**src/rtl/codec_pkg.sv**
```systemverilog
// rtl/codec_pkg.sv - shared types and WM8731 constants for the I2C codec responder
package codec_pkg;

    // Responder FSM states
    typedef enum logic [2:0] {
        ST_IDLE    = 3'd0,
        ST_ADDR    = 3'd1,
        ST_ACK_A   = 3'd2,
        ST_BYTE_HI = 3'd3,
        ST_ACK_HI  = 3'd4,
        ST_BYTE_LO = 3'd5,
        ST_ACK_LO  = 3'd6,
        ST_IGNORE  = 3'd7
    } i2c_rsp_state_e;

    localparam logic [6:0] WM8731_DEV_ADDR = 7'h1A;
    localparam int         NUM_REGS        = 10;
    localparam logic [6:0] REG_RESET       = 7'd15;

    // Power-on values of R0..R9
    localparam logic [8:0] WM8731_DEFAULTS [NUM_REGS] = '{
        9'h097, 9'h097, 9'h079, 9'h079, 9'h00A,
        9'h008, 9'h09F, 9'h00A, 9'h000, 9'h000
    };

    // True when a register address lands in the implemented shadow file
    function automatic logic is_shadow_addr(input logic [6:0] addr);
        return addr < 7'(NUM_REGS);
    endfunction

endpackage

```
**src/rtl/i2c_bus_sync.sv**
```systemverilog
// rtl/i2c_bus_sync.sv - SCL/SDA synchronizer with edge and START/STOP detection
module i2c_bus_sync #(
    parameter int SYNC_STAGES = 2
) (
    input  logic i_clk,
    input  logic i_rst_n,
    input  logic i_scl,
    input  logic i_sda,
    output logic o_sda_lvl,
    output logic o_scl_rise,
    output logic o_scl_fall,
    output logic o_start,
    output logic o_stop
);

    logic [SYNC_STAGES-1:0] scl_sync;
    logic [SYNC_STAGES-1:0] sda_sync;
    logic                   scl_d;
    logic                   sda_d;
    logic                   scl_s;
    logic                   sda_s;

    // Synchronizer chains; reset to the idle-high bus level so no edge fires on release
    always_ff @(posedge i_clk or negedge i_rst_n) begin
        if (!i_rst_n) begin
            scl_sync <= '1;
            sda_sync <= '1;
        end else begin
            scl_sync <= {scl_sync[SYNC_STAGES-2:0], i_scl};
            sda_sync <= {sda_sync[SYNC_STAGES-2:0], i_sda};
        end
    end

    assign scl_s = scl_sync[SYNC_STAGES-1];
    assign sda_s = sda_sync[SYNC_STAGES-1];

    // History flops for edge detection on the synchronized levels
    always_ff @(posedge i_clk or negedge i_rst_n) begin
        if (!i_rst_n) begin
            scl_d <= 1'b1;
            sda_d <= 1'b1;
        end else begin
            scl_d <= scl_s;
            sda_d <= sda_s;
        end
    end

    // SCL must be high in both samples so an SDA edge racing an SCL edge is not a condition
    assign o_sda_lvl  = sda_s;
    assign o_scl_rise = scl_s & ~scl_d;
    assign o_scl_fall = ~scl_s & scl_d;
    assign o_start    = scl_s & scl_d & sda_d & ~sda_s;
    assign o_stop     = scl_s & scl_d & ~sda_d & sda_s;

endmodule

```
**src/rtl/i2c_codec_responder.sv**
```systemverilog
// rtl/i2c_codec_responder.sv - write-only I2C target modelling the WM8731 control port
module i2c_codec_responder
    import codec_pkg::*;
#(
    parameter logic [6:0] DEV_ADDR    = WM8731_DEV_ADDR,
    parameter int         SYNC_STAGES = 2
) (
    input  logic       i_clk,
    input  logic       i_rst_n,
    input  logic       i_scl,
    input  logic       i_sda,
    output logic       o_sda_oen,
    output logic       o_reg_wr,
    output logic [6:0] o_reg_addr,
    output logic [8:0] o_reg_data,
    input  logic [3:0] i_rd_addr,
    output logic [8:0] o_rd_data,
    output logic       o_bad_addr,
    output logic [7:0] o_wr_count
);

    logic           sda_lvl;
    logic           scl_rise;
    logic           scl_fall;
    logic           bus_start;
    logic           bus_stop;

    i2c_rsp_state_e state;
    logic [2:0]     bit_cnt;
    logic [7:0]     shift_q;
    logic [7:0]     hi_q;
    logic           ack_held;
    logic [7:0]     shift_next;
    logic           in_byte;
    logic           in_ack;
    logic           commit;
    logic [6:0]     commit_addr;
    logic [8:0]     commit_data;
    logic [8:0]     shadow [NUM_REGS];

    i2c_bus_sync #(
        .SYNC_STAGES (SYNC_STAGES)
    ) u_bus_sync (
        .i_clk      (i_clk),
        .i_rst_n    (i_rst_n),
        .i_scl      (i_scl),
        .i_sda      (i_sda),
        .o_sda_lvl  (sda_lvl),
        .o_scl_rise (scl_rise),
        .o_scl_fall (scl_fall),
        .o_start    (bus_start),
        .o_stop     (bus_stop)
    );

    assign shift_next = {shift_q[6:0], sda_lvl};
    assign in_byte    = (state == ST_ADDR) || (state == ST_BYTE_HI) || (state == ST_BYTE_LO);
    assign in_ack     = (state == ST_ACK_A) || (state == ST_ACK_HI) || (state == ST_ACK_LO);

    // The frame commits on the SCL fall that starts driving the final ACK, unless a bus condition wins
    assign commit      = !bus_start && !bus_stop && (state == ST_ACK_LO) && scl_fall && !ack_held;
    assign commit_addr = hi_q[7:1];
    assign commit_data = {hi_q[0], shift_q};

    // Frame FSM: START/STOP override everything, bits shift on SCL rise, ACK drive moves on SCL fall
    always_ff @(posedge i_clk or negedge i_rst_n) begin
        if (!i_rst_n) begin
            state     <= ST_IDLE;
            bit_cnt   <= 3'd0;
            shift_q   <= 8'd0;
            hi_q      <= 8'd0;
            ack_held  <= 1'b0;
            o_sda_oen <= 1'b0;
        end else if (bus_start) begin
            state     <= ST_ADDR;
            bit_cnt   <= 3'd0;
            ack_held  <= 1'b0;
            o_sda_oen <= 1'b0;
        end else if (bus_stop) begin
            state     <= ST_IDLE;
            bit_cnt   <= 3'd0;
            ack_held  <= 1'b0;
            o_sda_oen <= 1'b0;
        end else if (in_byte && scl_rise) begin
            shift_q <= shift_next;
            bit_cnt <= bit_cnt + 3'd1;
            if (bit_cnt == 3'd7) begin
                ack_held <= 1'b0;
                if (state == ST_ADDR) begin
                    state <= (shift_next == {DEV_ADDR, 1'b0}) ? ST_ACK_A : ST_IGNORE;
                end else if (state == ST_BYTE_HI) begin
                    hi_q  <= shift_next;
                    state <= ST_ACK_HI;
                end else begin
                    state <= ST_ACK_LO;
                end
            end
        end else if (in_ack && scl_fall) begin
            if (!ack_held) begin
                o_sda_oen <= 1'b1;
                ack_held  <= 1'b1;
            end else begin
                o_sda_oen <= 1'b0;
                ack_held  <= 1'b0;
                bit_cnt   <= 3'd0;
                if (state == ST_ACK_A) begin
                    state <= ST_BYTE_HI;
                end else if (state == ST_ACK_HI) begin
                    state <= ST_BYTE_LO;
                end else begin
                    state <= ST_IGNORE;
                end
            end
        end
    end

    // Commit strobe and last-written address/data
    always_ff @(posedge i_clk or negedge i_rst_n) begin
        if (!i_rst_n) begin
            o_reg_wr   <= 1'b0;
            o_reg_addr <= 7'd0;
            o_reg_data <= 9'd0;
        end else begin
            o_reg_wr <= commit;
            if (commit) begin
                o_reg_addr <= commit_addr;
                o_reg_data <= commit_data;
            end
        end
    end

    // Saturating commit counter and sticky unsupported-address flag
    always_ff @(posedge i_clk or negedge i_rst_n) begin
        if (!i_rst_n) begin
            o_wr_count <= 8'd0;
            o_bad_addr <= 1'b0;
        end else if (commit) begin
            if (o_wr_count != 8'hFF) begin
                o_wr_count <= o_wr_count + 8'd1;
            end
            if (!is_shadow_addr(commit_addr) && (commit_addr != REG_RESET)) begin
                o_bad_addr <= 1'b1;
            end
        end
    end

    // Shadow register file: direct writes to R0..R9, full reload on the reset register
    always_ff @(posedge i_clk or negedge i_rst_n) begin
        if (!i_rst_n) begin
            for (int i = 0; i < NUM_REGS; i++) begin
                shadow[i] <= WM8731_DEFAULTS[i];
            end
        end else if (commit) begin
            if (commit_addr == REG_RESET) begin
                for (int i = 0; i < NUM_REGS; i++) begin
                    shadow[i] <= WM8731_DEFAULTS[i];
                end
            end else if (is_shadow_addr(commit_addr)) begin
                shadow[commit_addr[3:0]] <= commit_data;
            end
        end
    end

    // Combinational readback; unimplemented indices read as zero
    always_comb begin
        o_rd_data = 9'd0;
        if (i_rd_addr < 4'(NUM_REGS)) begin
            o_rd_data = shadow[i_rd_addr];
        end
    end

endmodule

```
**config.mk**
```make
export PLATFORM = sky130hd
export DESIGN_NAME = i2c_codec_responder
export DESIGN_NICKNAME = d
export VERILOG_FILES = /design/src/rtl/codec_pkg.sv /design/src/rtl/i2c_bus_sync.sv /design/src/rtl/i2c_codec_responder.sv
export SDC_FILE = /design/constraint.sdc
export NUM_CORES = 1
export LEC_CHECK = 0
export ABC_AREA = 1
export CAP_MARGIN = 20
export CORE_ASPECT_RATIO = 0.9
export CORE_MARGIN = 4
export CORE_UTILIZATION = 45
export DETAILED_ROUTE_END_ITERATION = 7
export GPL_ROUTABILITY_DRIVEN = 0
export GPL_TIMING_DRIVEN = 0
export REMOVE_ABC_BUFFERS = 1
export SLEW_MARGIN = 20
export SYNTH_ARGS = -nofsm -noshare
export SYNTH_HDL_FRONTEND = slang
export SYNTH_SLANG_ARGS = --single-unit
```
**constraint.sdc**
```tcl
create_clock -name i_clk -period 2.4 [get_ports i_clk]
set_clock_uncertainty 0.05 [all_clocks]
set_input_delay 0.36 -clock i_clk [delete_from_list [all_inputs] [get_ports i_clk]]
set_output_delay 0.36 -clock i_clk [all_outputs]
set_load 0.005 [all_outputs]
```
==> metrics list <==
- The flow ran to the end, and the final reports show no timing, DRC or antenna violations.
- Sw frac: 0.292
* Req. time, crit path: roughly 2.0 ns
- In this run the count of I/O pins placed on the die edge is 44.
- Clock transition at path regs: ~0.06 ns
- Final max-slew violation count: 0
- The top cell types in the final layout, fill and taps aside, are sky130_fd_sc_hd__nand2_1, sky130_fd_sc_hd__dfrtp_1, sky130_fd_sc_hd__o21ai_0, sky130_fd_sc_hd__nor2_1, sky130_fd_sc_hd__nand3_1.
* Remaining global-route overflow: 0
* Arr. time, crit path: ~1.9 ns
- Critical path capture point type: output pin
* Total detailed-routing wirelength: about 19 mm
* Remaining number of nets flagged by the antenna check after routing: 0
* Final worst-path cycle share: 0.949
- In this run the vertical extent of the chip is ~130 um.
- For this design the static power due to leakage is around 3.8 nW.
- Share of power burned in the clock network: 0.414
* Worst setup SP type: primary input
- The clock tree synthesis step divided the H-tree into 4 levels.
- After layout, the worst setup slack is between 0.1 and 0.15 ns.
- The critical path contains buffers and inverters numbering 4 combined.
- Part of the total power dissipated in sequential elements: 0.445
- CP Cell Sequence: dlygate4sd2_1 > clkinv_4 > nor3_4 > buf_4 > nand2_1 > nand2_1 > clkdlybuf4s50_1
* Worst hold-check slack: between 0.2 and 0.3 ns
- Detail-routed via count per cell: 5.41
- CTS saw 146 sinks.
- Dominant cells by area after synthesis: sky130_fd_sc_hd__dfrtp_1, sky130_fd_sc_hd__nand2_1, sky130_fd_sc_hd__dfstp_2
- Average instance area after synthesis: 8.02 um2
- The synthesized design spends more area on one cell type than any other, namely sky130_fd_sc_hd__dfrtp_1.
- Max Root-Sink Buffers: 2
* Post-Syn Instances: 859
* Shortest period the worst path allows: approximately 2.3 ns
* Worst Hold Class: primary input to flip-flop
- IR Drop Worst-Case VDD: between 0.5 and 0.6 mV
- Internal power comes to approximately 0.0048 W.
- At the later pin of the worst-skew pair, clock insertion delay measures approximately 0.43 ns.
- Max incr delay on CP: roughly 0.5 ns
- In this run, CTS created clock tree buffers numbering 17.
* Count of endpoints failing hold in the final timing report: 0
- Starting Density: 0.463
- The number of antenna diodes in the final layout is 0.
- The die is between 100 and 150 um wide.
- In this design, the largest share of critical-path delay is due to buffers and inverters.
- The floorplan has between 40 and 50 rows.
- For this run, design rule violations remaining after detail routing come to 0.
- Dividing the detail-routed wire length by the instance count gives around 17 um.
- In this run the power density over the cells is between 800 and 900 mW/mm2.
* Count of vias placed by the detailed router: 5,957
- The first global-routing pass estimated around 30 mm of wire.
* GRT Overall Usage: 0.218
- Commonest non-fill, non-tap cell in the layout: sky130_fd_sc_hd__nand2_1
* Iteration-0 DRC count of the detailed router: roughly 510
* Via count of the first global-routing pass: around 5,700
* DP HPWL: 11.6 mm
- The die covers ~0.017 mm2.
- Summed instance area of the synthesized netlist: just under 0.007 mm2
- During synthesis, Yosys emitted a total of 0 warnings.
* Area share of the largest cell type after synthesis: 0.396
* Sw power: ~0.002 W
- The net count of the finished layout is approximately 900.
* Antenna violations before repair: 0
* Count of input and output buffers: 43
- Of the total power, combinational logic draws 0.140.
- Timing analysis after detailed placement gives a worst setup slack of -0.877 ns.
- Cell seen most often among critical-path stages: sky130_fd_sc_hd__nand2_1
* Normalized max-slew margin: 0.420
- Sequential area share after synthesis: 0.537
- Setup violations remaining at the end of the flow were counted as 0.
- Entering global routing, the biggest net connects 80 pins.
- The slowest stage of the critical path is the sky130_fd_sc_hd__clkdlybuf4s50_1 cell.
- The core region is 0.0149 mm2.
* Worst-margin pin slew: 0.867 ns
- Highest clock rate: about 440 MHz
- Count of unique library cells instantiated by Yosys: 32
* Synthesis-stage register bit count: between 100 and 150
* Critical path class: primary input to output pin
* Setup repair after global routing missed its margin: false
- The area growth from synthesis to layout is 19.3%.
* Ratio of cells with drive above 1 in the final layout: 0.117
* Critical-path maximum fanout: 10
* MaxCap Viol Count: 0
- TritonCTS built the clock tree.
- Number of detailed-route iterations in the first pass: 5
- Overall power: between 0.006 and 0.007 W
- Clock Root Buffer: sky130_fd_sc_hd__clkbuf_16
[registers in the layout (all words and copies together) (netlist names), 2 cells and up]
register             count
bit_cnt                  3
o_reg_data               9
o_reg_addr               7
hi_q                     8
state                    3
u_bus_sync.sda_sync      2
u_bus_sync.scl_sync      2
shift_q                  8
shadow                  90
o_wr_count               8
[per-layer routing]
layer,share of wire,GRT usage
met4,0.017,0.0744
met5,0,0
met2,0.46,0.336
met3,0.057,0.0416
met1,0.47,0.312
[worst reg2reg max path, cell delays in order, from the launching register on]
cell and delay (ns):
sky130_fd_sc_hd__dfstp_2 0.53, sky130_fd_sc_hd__inv_1 0.08, sky130_fd_sc_hd__nor2_1 0.32, sky130_fd_sc_hd__nand3_4 0.12
sky130_fd_sc_hd__buf_12 0.18, sky130_fd_sc_hd__nor2_2 0.57, sky130_fd_sc_hd__nand3_1 0.14, sky130_fd_sc_hd__nand2_1 0.12
[final timing paths]
path / start / end / slack [ns] / cells after the start
hold reg to reg: u_bus_sync.scl_sync[0] / u_bus_sync.scl_sync[1] / 0.31 / 0
hold / removal: i_sda / u_bus_sync.sda_sync[0] / 0.29 / 1
setup reg to reg: u_bus_sync.scl_d / shadow[59] / 0.24 / 7
setup / recovery: i_rd_addr[3] / o_rd_data[8] / 0.12 / 7
max in group asynchronous: i_rst_n / u_bus_sync.scl_sync[1] / 1.05 / 3
min in group asynchronous: i_rst_n / shadow[18] / 0.46 / 2
[timing repair]
item                                    CTS  global route
hold buffers                              1             0
resized for setup                        23            11
pin swaps                                 8            11
hold endpoints to repair                 43             0
gates cloned                              2             3
buffers inserted                          1             4
endpoints found under the setup margin  100            97
[cell usage after synthesis]
cell	count
sky130_fd_sc_hd__nand2_2	6
sky130_fd_sc_hd__clkbuf_1	28
sky130_fd_sc_hd__or2_1	1
sky130_fd_sc_hd__nor2_1	81
sky130_fd_sc_hd__nor3_1	2
sky130_fd_sc_hd__xor2_1	2
sky130_fd_sc_hd__nand3_2	1
sky130_fd_sc_hd__dfstp_2	37
sky130_fd_sc_hd__nand4_1	19
sky130_fd_sc_hd__o21ai_0	87
sky130_fd_sc_hd__buf_1	1
sky130_fd_sc_hd__buf_2	11
sky130_fd_sc_hd__nand3_1	57
sky130_fd_sc_hd__buf_6	1
sky130_fd_sc_hd__clkinv_1	2
sky130_fd_sc_hd__o211ai_1	11
sky130_fd_sc_hd__nor3_2	3
sky130_fd_sc_hd__nand3b_1	2
sky130_fd_sc_hd__o21ai_1	36
sky130_fd_sc_hd__xnor2_1	3
sky130_fd_sc_hd__dfrtp_1	109
sky130_fd_sc_hd__inv_1	38
sky130_fd_sc_hd__o22ai_1	2
sky130_fd_sc_hd__nand2_1	298
sky130_fd_sc_hd__inv_2	1
sky130_fd_sc_hd__o21ai_2	4
sky130_fd_sc_hd__a21o_1	1
sky130_fd_sc_hd__a31oi_1	3
sky130_fd_sc_hd__nor2_8	1
sky130_fd_sc_hd__a21oi_1	5
sky130_fd_sc_hd__buf_4	3
sky130_fd_sc_hd__ha_1	3
[power by group through the flow]
stage / sequential [W] / combinational (W) / clock [W]
floorplan: 0.00289 / 0.000509 / 0
global placement: 0.00300 / 0.000854 / 0
detailed placement: 0.00301 / 0.000884 / 0
CTS: 0.00297 / 0.000910 / 0.00283
global route: 0.00300 / 0.00106 / 0.00294
finish: 0.00299 / 0.000941 / 0.00278
[final cells by class]
class / count / area [um2]
Multi-Input combinational cell: 633 / 2920
Clock inverter: 13 / 184
Clock buffer: 19 / 433
Inverter: 41 / 171
Sequential cell: 146 / 3700
Fill cell: 1374 / 6660
Timing Repair Buffer: 51 / 561
Tap cell: 198 / 248
[through the flow]
step                      instance area, um2   util  setup TNS (ns)  instances
after global routing                    8210  0.552               0       1101
final                                   8210  0.552               0       1101
after floorplan                         6690      -               0        815
after CTS                               8110  0.546               0       1094
after global placement                  7370  0.495         -704.87       1056
after detailed placement                7410  0.498          -42.08       1058
[kinds of logic (layout without fill, tap and decap cells)]
kind of cell,after synthesis,after routing,share of synthesized area
AND/OR/NAND/NOR,471,476,0.284
AO/OA/AOI/OAI,149,149,0.116
adder cells (fa/ha/maj),3,3,0.00545
flip-flops,146,146,0.537
buffers and inverters,85,124,0.0511
XOR/XNOR,5,5,0.00636
Note: power is estimated with default switching activity, not from simulation.
